<file path="config.mk">
export PLATFORM = sky130hd
export DESIGN_NAME = bsg_cgol_cell_gen
export DESIGN_NICKNAME = d
export VERILOG_FILES = /design/src/rtl/bsg_cgol_pkg.sv /design/src/rtl/bsg_cgol_next_state.sv /design/src/rtl/bsg_popcount.sv /design/src/rtl/bsg_cgol_cell_gen.sv
export SDC_FILE = /design/constraint.sdc
export NUM_CORES = 1
export LEC_CHECK = 0
export BUFFER_PORTS_ARGS = -buffer_cell sky130_fd_sc_hd__buf_2
export CORE_MARGIN = 2
export CORE_UTILIZATION = 39
export DETAILED_ROUTE_END_ITERATION = 7
export PLACE_DENSITY = 0.78
export SYNTH_ARGS = -nofsm -noshare
export SYNTH_HDL_FRONTEND = slang
export SYNTH_SLANG_ARGS = --single-unit
</file>
<file path="constraint.sdc">
create_clock -name clk_i -period 1.82 [get_ports clk_i]
set_input_delay 0.273 -clock clk_i [delete_from_list [all_inputs] [get_ports clk_i]]
set_output_delay 0.273 -clock clk_i [all_outputs]
set_load 0.005 [all_outputs]
</file>
<file path="src/rtl/bsg_cgol_pkg.sv">
// Shared definitions for the life-like cell array: state encoding,
// stock rule masks for the 8-neighbour (Moore) case, and a width helper.
package bsg_cgol_pkg;

  // State encoding: 0 = dead, 1 = alive, 2 and up = decay (dying) states
  localparam int CGOL_DEAD   = 0;
  localparam int CGOL_ALIVE  = 1;
  localparam int CGOL_DYING0 = 2;

  // Conway B3/S23
  localparam logic [8:0] CGOL_CONWAY_BIRTH     = 9'b000001000;
  localparam logic [8:0] CGOL_CONWAY_SURVIVE   = 9'b000001100;
  // HighLife B36/S23
  localparam logic [8:0] CGOL_HIGHLIFE_BIRTH   = 9'b001001000;
  localparam logic [8:0] CGOL_HIGHLIFE_SURVIVE = 9'b000001100;

  // Bits needed to hold a state index; never narrower than one bit
  function automatic int cgol_state_width(input int gen_states);
    return (gen_states <= 2) ? 1 : $clog2(gen_states);
  endfunction

endpackage

</file>
<file path="src/rtl/bsg_cgol_next_state.sv">
// Combinational rule/decay function: given the neighbour count, the rule
// masks and the current state, produce the state for the next generation.
module bsg_cgol_next_state
  import bsg_cgol_pkg::*;
#(
  parameter int neighbors_p  = 8,
  parameter int gen_states_p = 2,
  localparam int count_w_lp  = $clog2(neighbors_p+1),
  localparam int state_w_lp  = cgol_state_width(gen_states_p)
) (
  input  logic [count_w_lp-1:0]  count_i,
  input  logic [neighbors_p:0]   birth_mask_i,
  input  logic [neighbors_p:0]   survive_mask_i,
  input  logic [state_w_lp-1:0]  state_i,
  output logic [state_w_lp-1:0]  next_state_o
);

  localparam logic [state_w_lp-1:0] dead_lp   = state_w_lp'(CGOL_DEAD);
  localparam logic [state_w_lp-1:0] alive_lp  = state_w_lp'(CGOL_ALIVE);
  localparam logic [state_w_lp-1:0] dying0_lp = state_w_lp'(CGOL_DYING0);
  localparam logic [state_w_lp-1:0] last_lp   = state_w_lp'(gen_states_p-1);
  // With only two states a failing survivor dies outright instead of decaying
  localparam logic [state_w_lp-1:0] fail_lp   = (gen_states_p == 2) ? dead_lp : dying0_lp;

  // Birth / survival from the masks; decay states ignore neighbours and masks
  always_comb begin
    next_state_o = state_i;
    if (state_i == dead_lp) begin
      next_state_o = birth_mask_i[count_i] ? alive_lp : dead_lp;
    end else if (state_i == alive_lp) begin
      next_state_o = survive_mask_i[count_i] ? alive_lp : fail_lp;
    end else if (state_i == last_lp) begin
      next_state_o = dead_lp;
    end else begin
      next_state_o = state_i + state_w_lp'(1);
    end
  end

endmodule

</file>
<file path="src/rtl/bsg_popcount.sv">
// Population count of a bit vector.
module bsg_popcount #(
  parameter int width_p = 8
) (
  input  logic [width_p-1:0]               i,
  output logic [$clog2(width_p+1)-1:0]     o
);

  localparam int out_w_lp = $clog2(width_p+1);

  // Sum the set bits
  always_comb begin
    o = '0;
    for (int k = 0; k < width_p; k++) begin
      o = o + out_w_lp'(i[k]);
    end
  end

endmodule

</file>
<file path="src/rtl/bsg_cgol_cell_gen.sv">
// One cell of the life-like automaton array with Generations-style decay,
// runtime rule masks, a changed flag and an optional saturating age counter.
// Define BSG_CGOL_CELL_GEN_AGE_EN to build the age counter; otherwise age_o
// is tied to zero.
module bsg_cgol_cell_gen
  import bsg_cgol_pkg::*;
#(
  parameter int neighbors_p  = 8,
  parameter int gen_states_p = 2,
  parameter int age_width_p  = 8,
  localparam int count_w_lp  = $clog2(neighbors_p+1),
  localparam int state_w_lp  = cgol_state_width(gen_states_p)
) (
  input  logic                    clk_i,
  input  logic                    reset_n_i,
  input  logic                    en_i,
  input  logic [neighbors_p-1:0]  data_i,
  input  logic [neighbors_p:0]    birth_mask_i,
  input  logic [neighbors_p:0]    survive_mask_i,
  input  logic                    update_i,
  input  logic                    update_val_i,
  output logic                    data_o,
  output logic [state_w_lp-1:0]   state_o,
  output logic [age_width_p-1:0]  age_o,
  output logic                    changed_o
);

  localparam logic [state_w_lp-1:0] dead_lp  = state_w_lp'(CGOL_DEAD);
  localparam logic [state_w_lp-1:0] alive_lp = state_w_lp'(CGOL_ALIVE);

  logic [count_w_lp-1:0] count_p0;
  logic [state_w_lp-1:0] next_p0;
  logic [state_w_lp-1:0] load_p0;
  logic [state_w_lp-1:0] state_p1;
  logic                  changed_p1;

  bsg_popcount #(.width_p(neighbors_p)) u_popcount (
    .i (data_i),
    .o (count_p0)
  );

  bsg_cgol_next_state #(
    .neighbors_p  (neighbors_p),
    .gen_states_p (gen_states_p)
  ) u_next_state (
    .count_i        (count_p0),
    .birth_mask_i   (birth_mask_i),
    .survive_mask_i (survive_mask_i),
    .state_i        (state_p1),
    .next_state_o   (next_p0)
  );

  assign load_p0 = update_val_i ? alive_lp : dead_lp;

  // ---- stage boundary: registered cell state ----
  // State and changed flag; a step takes priority over a load
  always_ff @(posedge clk_i or negedge reset_n_i) begin
    if (!reset_n_i) begin
      state_p1   <= dead_lp;
      changed_p1 <= 1'b0;
    end else if (en_i) begin
      state_p1   <= next_p0;
      changed_p1 <= (next_p0 != state_p1);
    end else if (update_i) begin
      state_p1   <= load_p0;
      changed_p1 <= (load_p0 != state_p1);
    end
  end

`ifdef BSG_CGOL_CELL_GEN_AGE_EN
  logic [age_width_p-1:0] age_p1;

  function automatic logic [age_width_p-1:0] sat_inc(input logic [age_width_p-1:0] a);
    return (&a) ? a : a + age_width_p'(1);
  endfunction

  // Age grows only across alive-to-alive steps; every load or other step clears it
  always_ff @(posedge clk_i or negedge reset_n_i) begin
    if (!reset_n_i) begin
      age_p1 <= '0;
    end else if (en_i) begin
      age_p1 <= ((state_p1 == alive_lp) && (next_p0 == alive_lp)) ? sat_inc(age_p1) : '0;
    end else if (update_i) begin
      age_p1 <= '0;
    end
  end

  assign age_o = age_p1;
`else
  assign age_o = '0;
`endif

  assign state_o   = state_p1;
  assign data_o    = (state_p1 == alive_lp);
  assign changed_o = changed_p1;

endmodule

</file>
==> impl_metrics.csv <==
group,metric,value,unit
outcome,run_status,"finished with violations",
outcome,violations,"setup timing",
logic_synthesis,synthCells,63,
global_route,grt_start_max_net_pins,8,
pwr,power,690.1,uW
clock_network,insertion_delay,220,ps
timing,finalCritPeriodShare,1.903,
logic_synthesis,synth_area,568.0,um2
floorplan,dieArea,0.001778,mm2
setup_path,cp.arrival,3570,ps
timing,drv_slew,0,
logic_synthesis,seq_area_frac_synth,0.08811,
setup_path,cp-end-kind,"flop",
clock_network,clkTransAtPathRegs,30,ps
cells_and_area,final-seq-area,50.05,um2
cells_and_area,fin_cells,124,
global_route,grt_pass1_wl,2.194,mm
setup_path,r2r_start,"data_o$_DFFE_PN0P_",
global_route,antenna_found_initial,0,
detailed_routing,drc_errors,0,
timing,period_minus_slack,3464,ps
cells_and_area,fin_util,0.6398,
pwr,peakVddDrop,0.5152,mV
logic_synthesis,avgSynthCellArea,9.017,um2
floorplan,coreArea,0.001334,mm2
timing,fin_worst_skew,0.6400,ps
min_path,hp-class,"input port to asynchronous set/reset pin",
floorplan,die_y,42.17,um
placement,globalplace.congestion,0.7171,
clock_network,numCtsBuffers,3,
global_route,grt_pass1_vias,565,
logic_synthesis,yosys_register_bits,2,
setup_path,r2r_cells,3,
setup_path,cp_slowest_cell,"fa_1",
cells_and_area,fillers,115,
floorplan,ios,42,
clock_network,cts_tree,"done",
floorplan,rows,13,
flow_run,drv_cap,0,
clock_network,cts_sinks,2,
cells_and_area,antenna_cells,0,
detailed_routing,detail_route.vias_per_cell,4.613,
logic_synthesis,ys.warnings.count,0,
clock_network,max-clock-path-buffers,2,
detailed_routing,wl_per_cell,10.09,um
timing,hold_slack,366.0,ps
cells_and_area,drive_gt1_frac,0.5138,
detailed_routing,first_pass_iters,1,
timing,worst_slack,-1644,ps
cells_and_area,multi_input_area,446.7,um2
pwr,leakage,0.0004704,uW
clock_network,cts_htree_levels,1,
global_route,grt.total_usage,0.1582,
logic_synthesis,ys_types,25,
setup_path,cp_data_required_time,1930,ps
timing,tns,-3283,ps
placement,dp_cells,118,
timing,rsz0062_at_grt,"true",
detailed_routing,antenna_left,0,
detailed_routing,vias,572,
timing,timing_hold_violations_final,0,
cells_and_area,fin_nets,149,
setup_path,rrSetupSlack,400,ps
clock_network,ctsRootBufferMaster,"clkbuf_4",
detailed_routing,first_iter_violations,0,
setup_path,critPathBufInv,3,
global_route,overflow,0,
pwr,power_density,808.8,mW/mm2
timing,setup_viol,2,
setup_path,worst_setup_path_start_kind,"input port",
setup_path,worstReg2RegEnd,"changed_o$_DFFE_PN0P_",
timing,clock.fmax,288.7,MHz
floorplan,die_x,42.17,um
setup_path,cp_top_family,"adder cells",
floorplan,start_util,0.4259,
detailed_routing,routed_wl,1.251,mm
cells_and_area,syn_to_final_growth,50.22,%
setup_path,critical-path-max-stage-delay,490,ps
setup_path,cp_cell_sequence,"buf_6 > ha_4 > inv_2 > fa_1 > fa_1 > fa_2 > inv_2 > fa_2 > mux4_2 > mux2i_1 > or4_1 > and3_1",
setup_path,path_max_fanout,5,
setup_path,critPathKind,"input port to flop",
placement,portBuffers,33,
==> where the power goes <==
part / internal, uW / switching (uW)
clock network: 72.9 / 26.8
logic: 305 / 201
registers: 62.7 / 22.5
==> routing by layer <==
layer,routed length [um],vias to the layer above,GRT usage
met5,0,-,0
met1,513,253,0.1667
met3,81,0,0.02586
met2,656,25,0.2862
met4,0,0,0.1000
li1,-,294,-
==> cell usage after synthesis <==
| library cell | count | area [um2] |
|---|---|---|
| and2b_1 | 1 | 7.510 |
| buf_4 | 9 | 67.56 |
| and3_1 | 1 | 6.260 |
| ha_1 | 3 | 37.54 |
| a21oi_1 | 1 | 5.000 |
| mux4_1 | 4 | 105.1 |
| fa_1 | 4 | 80.08 |
| o21ai_0 | 5 | 25.02 |
| a31oi_1 | 1 | 6.260 |
| conb_1 | 1 | 3.750 |
| inv_1 | 12 | 45.04 |
| mux2i_1 | 1 | 10.01 |
| o2111ai_1 | 1 | 8.760 |
| nor2b_1 | 3 | 18.77 |
| and2_1 | 1 | 6.260 |
| xnor2_1 | 1 | 8.760 |
| o2111a_1 | 1 | 11.26 |
| a211oi_1 | 2 | 15.01 |
| nand2_1 | 3 | 11.26 |
| dfrtp_1 | 2 | 50.05 |
| o31a_1 | 1 | 8.760 |
| nor2_1 | 1 | 3.750 |
| nand2b_1 | 2 | 12.51 |
| or4_1 | 1 | 7.510 |
| or2_2 | 1 | 6.260 |
==> repair_timing <==
action,CTS,global route
pin swaps,3,1
gates resized for setup,2,0
hold buffers,1,0
endpoints found under the setup margin,2,2
hold endpoints to repair,2,0
setup buffers,1,1
==> final cells by class <==
cell class | instances | area share
timing repair buffer | 45 | 0.3167
sequential | 2 | 0.05865
multi-input combinational | 47 | 0.5235
inverter | 12 | 0.05279
clock buffer | 3 | 0.02639
tap | 15 | 0.02199
==> state kept, by name (all words and copies together) (netlist names) <==
signal,flops
data_o,1
changed_o,1
==> metrics by stage <==
step,worst slack (ps),cell area (um2)
6_report,-1644,853.3
2_1_floorplan,-1682,609.3
5_1_grt,-1740,853.3
3_3_place_gp,-1872,793.3
4_1_cts,-1645,845.8
3_5_place_dp,-1915,793.3
==> layout by cell type, fill, tap and decap left out, types with 3 or more instances in the layout <==
cell type / Yosys / layout
conb_1: 1 / 8
buf_4: 9 / 11
nor2b_1: 3 / 3
buf_2: 0 / 31
inv_1: 12 / 10
o21ai_0: 5 / 5
nand2_1: 3 / 3
clkbuf_4: 0 / 3
==> worst reg2reg max path, delay by kind of cell, from the launching register on <==
family / cells / cell delay [ps]
AND/OR/NAND/NOR: 2 / 710
flip-flops: 1 / 470
buffers and inverters: 1 / 130
==> worst max path at each step <==
stage                   start                    end  depth (start not counted)
finish              data_i[1]  changed_o$_DFFE_PN0P_                         12
global route        data_i[1]     data_o$_DFFE_PN0P_                         12
detailed placement  data_i[1]     data_o$_DFFE_PN0P_                         12
CTS                 data_i[1]  changed_o$_DFFE_PN0P_                         12
floorplan           data_i[1]  changed_o$_DFFE_PN0P_                         11
global placement    data_i[1]  changed_o$_DFFE_PN0P_                         12
==> cells by family (layout without fill, tap and decap cells) <==
group,count (synthesis),in the layout,share of synthesized area
xor+xnor,1,1,0.01542
buf+inv,21,60,0.1982
flops,2,2,0.08811
simple gates,14,14,0.1410
other cells,1,8,0.006602
compound gates,12,12,0.1410
fa+ha+maj,7,7,0.2071
mux,5,5,0.2026
(Power assumes the default switching activity.)
